File: src/rtl/prog_loader.sv
`default_nettype none
// ============================================================================
// prog_loader : assembles a host byte stream into 32-bit words, writes them to
//               instruction memory, then releases the processor.  Rev 1.0
// ============================================================================
module prog_loader #(
    parameter int BASE_ADDR = 0,
    parameter int AW        = 9
) (
    input  logic          clock,
    input  logic          rst_n,
    input  logic          in_valid,
    input  logic [7:0]    in_data,
    output logic          in_ready,
    output logic [AW-1:0] addr,
    output logic          wEn,
    output logic [31:0]   wDat,
    output logic          working,
    output logic          busy,
    output logic          err,
    output logic [8:0]    words_loaded
);

    localparam logic [7:0] CMD_LOAD = 8'hA5;
    localparam logic [7:0] CMD_HALT = 8'h5A;

    typedef enum logic [2:0] {
        IDLE  = 3'd0,
        COUNT = 3'd1,
        DATA  = 3'd2,
        WRITE = 3'd3,
        RUN   = 3'd4
    } state_t;

    state_t      state;
    state_t      state_next;
    logic [1:0]  byte_idx;
    logic [7:0]  word_idx;
    logic [7:0]  word_count;
    logic [23:0] partial;
    logic        accept;
    logic        last_word;

    assign accept    = in_valid && in_ready;
    assign last_word = (word_idx == (word_count - 8'd1));

    // Strobes decode straight from the state register, so wEn and working
    // can never overlap.
    assign in_ready = (state != WRITE);
    assign wEn      = (state == WRITE);
    assign working  = (state == RUN);
    assign busy     = (state == COUNT) || (state == DATA) || (state == WRITE);

    always_ff @(posedge clock or negedge rst_n) begin
        if (!rst_n) begin
            state <= IDLE;
        end else begin
            state <= state_next;
        end
    end

    always_comb begin
        state_next = state;
        case (state)
            IDLE: begin
                if (accept && (in_data == CMD_LOAD)) begin
                    state_next = COUNT;
                end
            end
            COUNT: begin
                if (accept) begin
                    state_next = (in_data == 8'd0) ? RUN : DATA;
                end
            end
            DATA: begin
                if (accept && (byte_idx == 2'd3)) begin
                    state_next = WRITE;
                end
            end
            WRITE: begin
                state_next = last_word ? RUN : DATA;
            end
            RUN: begin
                if (accept && (in_data == CMD_HALT)) begin
                    state_next = IDLE;
                end
            end
            default: begin
                state_next = IDLE;
            end
        endcase
    end

    always_ff @(posedge clock or negedge rst_n) begin
        if (!rst_n) begin
            byte_idx     <= 2'd0;
            word_idx     <= 8'd0;
            word_count   <= 8'd0;
            partial      <= 24'd0;
            addr         <= '0;
            wDat         <= 32'd0;
            err          <= 1'b0;
            words_loaded <= 9'd0;
        end else begin
            err <= 1'b0;
            case (state)
                IDLE: begin
                    if (accept) begin
                        if (in_data == CMD_LOAD) begin
                            words_loaded <= 9'd0;
                        end else if (in_data != CMD_HALT) begin
                            err <= 1'b1;
                        end
                    end
                end
                COUNT: begin
                    if (accept) begin
                        word_count <= in_data;
                        byte_idx   <= 2'd0;
                        word_idx   <= 8'd0;
                    end
                end
                DATA: begin
                    if (accept) begin
                        if (byte_idx == 2'd3) begin
                            wDat <= {partial, in_data};
                            // Address deliberately wraps modulo 2^AW.
                            addr <= AW'(BASE_ADDR) + AW'(word_idx);
                        end else begin
                            partial  <= {partial[15:0], in_data};
                            byte_idx <= byte_idx + 2'd1;
                        end
                    end
                end
                WRITE: begin
                    words_loaded <= words_loaded + 9'd1;
                    byte_idx     <= 2'd0;
                    if (!last_word) begin
                        word_idx <= word_idx + 8'd1;
                    end
                end
                default: begin
                end
            endcase
        end
    end

endmodule
`default_nettype wire

File: config.mk
export PLATFORM = sky130hd
export DESIGN_NAME = prog_loader
export DESIGN_NICKNAME = d
export VERILOG_FILES = /design/src/rtl/prog_loader.sv
export SDC_FILE = /design/constraint.sdc
export NUM_CORES = 1
export LEC_CHECK = 0
export ABC_AREA = 0
export CAP_MARGIN = 15
export CORE_MARGIN = 8
export CORE_UTILIZATION = 58
export DETAILED_ROUTE_END_ITERATION = 10
export GPL_TIMING_DRIVEN = 1
export PLACE_DENSITY = 0.85
export SLEW_MARGIN = 20
export SYNTH_ARGS = -nofsm -noshare
export SYNTH_HDL_FRONTEND = slang
export SYNTH_SLANG_ARGS = --single-unit
File: constraint.sdc
create_clock -name clock -period 4.5 [get_ports clock]
set_input_delay 0.675 -clock clock [delete_from_list [all_inputs] [get_ports clock]]
set_output_delay 0.675 -clock clock [all_outputs]
set_load 0.005 [all_outputs]
* Word-level counts from Yosys, hierarchy flattened
Cells that the tools add are included.
W data, S select, Z words.
** Operators by class
- Equal/unequal tests :: 19
- Reductions and logical operators :: 18
- Add/subtract/negate cells :: 4
- Bitwise gates (word level) :: 1
- Muxes and demuxes :: 21
** Operator list (number)
- $mux W3 :: 6
- $mux W9 :: 2
- $pmux W9 S2 :: 1
- $mux W8 :: 2
- $pmux W8 S2 :: 1
- $pmux W3 S5 :: 1
- $ne A2 B2 Y1 const B :: 7
- $reduce_and A3 Y1 :: 4
- $add A9 B1 Y9 const B :: 1
- $add A8 B1 Y8 const B :: 1
- $eq A8 B7 Y1 const B :: 1
- $eq A8 B8 Y1 :: 1
- $eq A8 B8 Y1 const B :: 1
- $logic_not A8 Y1 :: 1
- $ne A8 B7 Y1 const B :: 1
- $reduce_and A4 Y1 :: 2
- $sub A8 B1 Y8 const B :: 1
- $eq A3 B2 Y1 const B :: 2
- $mux W2 :: 3
- $pmux W2 S3 :: 1
- $logic_and A1 B1 Y1 :: 4
- $mux W1 :: 4
- $ne A2 B1 Y1 const B :: 2
- $reduce_bool A2 Y1 :: 2
- other kinds (10) :: 11
** Word-level totals
- Output and inout port bits :: 55
- Logic and storage cells :: 72
- Flip-flop bits (word level) :: 95

* Longest topological paths before layout
- Word-level depth :: 5
- Gate-level depth with buffers :: 9
- Gate-level depth less buffers :: 8

* Worst setup path after synthesis
Ideal clock, no wire load.
- Path type :: input-to-reg
- Start :: input port in_valid
- End :: register partial[0]
- Path slack :: 2315 ps
- Required time :: 4375 ps
- Arrival time :: 2060 ps
- Cell stages on the path :: 6
- Cells stage by stage :: clkbuf_1 > nor2b_1 > nand2_1 > nor2_1 > buf_2 > mux2_2
** Between the ends
- Cells in the longest elaborated chain, start to end :: 2
** RTL lines
- from (decl) :: RTL line 12 : input logic in_valid,
- $logic_and A1 B1 Y1 :: RTL line 44 : assign accept = in_valid && in_ready;
- $reduce_and A3 Y1 (no source line)
- to (signal assigned) :: RTL line 130 : partial <= {partial[15:0], in_data};
- to (decl) :: RTL line 40 : logic [23:0] partial;
No other way between the ends.
A chain may end at the register's enable or synchronous reset.

* Worst setup path in the final report
- Start :: register state[1]
- End :: output port wEn
** Between the ends
- Cells in the longest elaborated chain, start to end :: 1
** RTL lines
- from (decl) :: RTL line 35 : state_t state;
- from (signal assigned) :: RTL line 58 : state <= state_next;
- $eq A3 B2 Y1 :: RTL line 50 : assign wEn = (state == WRITE);
- to (decl) :: RTL line 16 : output logic wEn,
No other way between the ends.

==> metrics.txt <==
Setup WS post-layout=1.613 ns; Startpoint Class=flip-flop; Clock Sinks=95; clock skew after layout=0.01151 ns; Setup Viol. Count Final=0; Syn Area/Cell=12.62 um2; Worst Setup End Kind=output port; crit path DAT=2.21 ns; core area=0.007137 mm2; Resized Gates After CTS=0; routed length per placed instance=16.38 um; required time of the critical path=3.83 ns; later-pin clock latency in the skew report=0.37 ns; DP Area=0.004940 mm2; predominant post-synthesis flop cell=dfrtp_1; final wirelength=8207 um; sequential power share=0.576; Max Cap Viol=0; clock network power share=0.396; EDFF count, synth=0; hold crit path type=in -> async; pwr/cell area=289.1 mW/mm2; CP max stage delay=0.57 ns; buffers and inverters on the worst path=2; Initial Utilization=0.5908; layout cells sized above 1=0.2587; chip height=101.3 um; antenna cells=0; maximum fanout along the worst path=11; Synth async-reset ratio=1.000; pin count of the biggest net entering global routing=62; antenna-violating nets left=0; CTS Buf Count=9; Residual DRC=0; final worst path period need=2.887 ns; Combinational Power Share=0.028; Nets=412; global-route wire length before repair=13460 um; area leader, netlist=dfrtp_1; crit path max-delay cell type=clkdlybuf4s50_1; total global-route track usage=0.1671; Synth Register Bits=95; Netlist Area Pre-Place=0.004217 mm2; largest cells by area after synthesis=dfrtp_1 (56%), mux2_2 (19%), nand2_1 (2.6%); Ports=66; status=complete, no violations; Lkg Pwr=2.386 nW; Synthesized Nets=349; post-synth top area share=0.5638; synthesized netlist cell count=334; Max Clk Rate=346.4 MHz; Post-CTS Setup Repair Bufs=0; Reg clk slew, reported paths=0.10 ns; measured slew at the worst slew-check pin=0.8229 ns; CTS tree=done; kind of critical path=reg -> out; clk root buf=clkbuf_8; drt pass-1 iters=4; fin crit share=0.6415; sequential share of the synthesized area=0.5638; hold_buf cts=0; Clock Path Buffers=2; DR vias/cell=5.521; Final Hold Vio Count=0; Cell variety after synth=42; gr ovfl total=0; Slew headroom=0.4499; vias in the first global route=2773; Ys Warns=0; Sw Share=0.2285; Layout Utilization=0.7218; Die Footprint=0.01025 mm2; IO buf count=64; Setup Slack @ Placement=1.651 ns; Int Power=1.149 mW; DP Wirelength=5652 um; family with the most delay on the worst path=buffers and inverters; RSZ-0062 raised after global routing=no; setup TNS=0 ns; CTS H-tree depth=3; initial drt markers=95; area grow syn2layout=22.17%; Die Wd=101.3 um; initial antenna violation count=0; std cell rows=31; Pwr Total=1.489 mW; Final Max Tran Viols=0; Vias=2766; Sw Pwr=0.3402 mW; GP Congestion=0.8054; cell area after layout=0.005151 mm2; CP Cell Sequence=nor2b_1, nand2_1, inv_1, clkdlybuf4s50_1; maximum VDD drop=0.1728 mV
## power by group through the flow
stage	Clock (mW)	Sequential, mW	Combinational (mW)
floorplan	0	0.874	0.00793
global placement	0	0.874	0.0424
detailed placement	0	0.874	0.0433
CTS	0.598	0.857	0.0436
global route	0.636	0.858	0.0485
finish	0.590	0.857	0.0423
## cells in the mapped netlist, drive strengths merged (3+ instances only)
cell,n
dfrtp,95
a21oi,11
o21ai,5
nand3,5
nand2,30
nor2b,9
mux2,73
nor3,4
nand4,9
xnor2,6
buf,12
a211oi,3
nor2,18
ha,4
inv,6
nor4,3
xor2,9
clkbuf,3
mux2i,9
## kinds of logic after synthesis
group | after synthesis | share of synthesized area
other | 1 | 0.0008894
flip-flops | 95 | 0.5638
multiplexers | 82 | 0.2163
AO/OA/AOI/OAI | 30 | 0.05223
XOR/XNOR | 15 | 0.03116
adder cells (fa/ha/maj) | 4 | 0.01187
AND/OR/NAND/NOR | 86 | 0.1021
buffers and inverters | 21 | 0.02166
## cells in the final DEF (no fill, tap or decap), types with 2 or more instances in the layout
master           count
a211oi_1             3
a21oi_1             10
buf_4                4
clkbuf_8            10
clkdlybuf4s50_1     63
clkinvlp_4           2
dfrtp_1             95
ha_1                 4
inv_1                6
inv_6                2
mux2_2              73
mux2i_1              9
nand2_1             29
nand2b_1             2
nand3_1              4
nand4_1              9
nor2_1              17
nor2b_1              9
nor3_1               3
nor4_2               2
o21ai_0              5
o21bai_1             2
or3_1                2
xnor2_1              6
xor2_1               9
## layout make-up
type,count,area (um2)
inverter,6,22.52
clock buffer,10,137.6
multi-input combinational,218,1755
sequential,95,2377
fill,505,1986
timing repair buffer,67,660.6
clock inverter,6,73.82
tap,99,123.9
## final timing paths
check | slack, ns | cells past startpoint | to | from
max in group asynchronous | 3.20 | 2 | word_count[0]$_DFFE_PN0P_ | rst_n
max | 1.61 | 4 | wEn | state[1]$_DFFE_PN0P_
min in group clock | 0.51 | 1 | addr[5]$_DFFE_PN0P_ | addr[5]$_DFFE_PN0P_
min reg2reg | 0.51 | 1 | addr[5]$_DFFE_PN0P_ | addr[5]$_DFFE_PN0P_
min | 0.38 | 1 | addr[0]$_DFFE_PN0P_ | rst_n
max reg2reg | 2.13 | 8 | word_idx[6]$_DFFE_PN0P_ | word_count[0]$_DFFE_PN0P_
## flip-flops by register name, indices dropped and copies added (netlist names)
| name | count |
|---|---|
| addr | 8 |
| byte_idx | 2 |
| err | 1 |
| partial | 24 |
| state | 3 |
| wDat | 32 |
| word_count | 8 |
| word_idx | 8 |
| words_loaded | 9 |
## metal layers
layer	wire [um]	part of all wire	track usage
met1	3552	0.43	0.2063
met2	4169	0.51	0.2778
met3	327	0.040	0.02887
met4	156	0.019	0.08133
met5	0	0	0
## metrics by stage
step                hold slack, ns  std cells
CTS                         0.3927        501
floorplan                   0.3794        334
global placement            0.4866        485
finish                      0.3805        501
detailed placement          0.4922        485
global route                0.4314        501
Note: power is estimated with default switching activity, not from simulation.
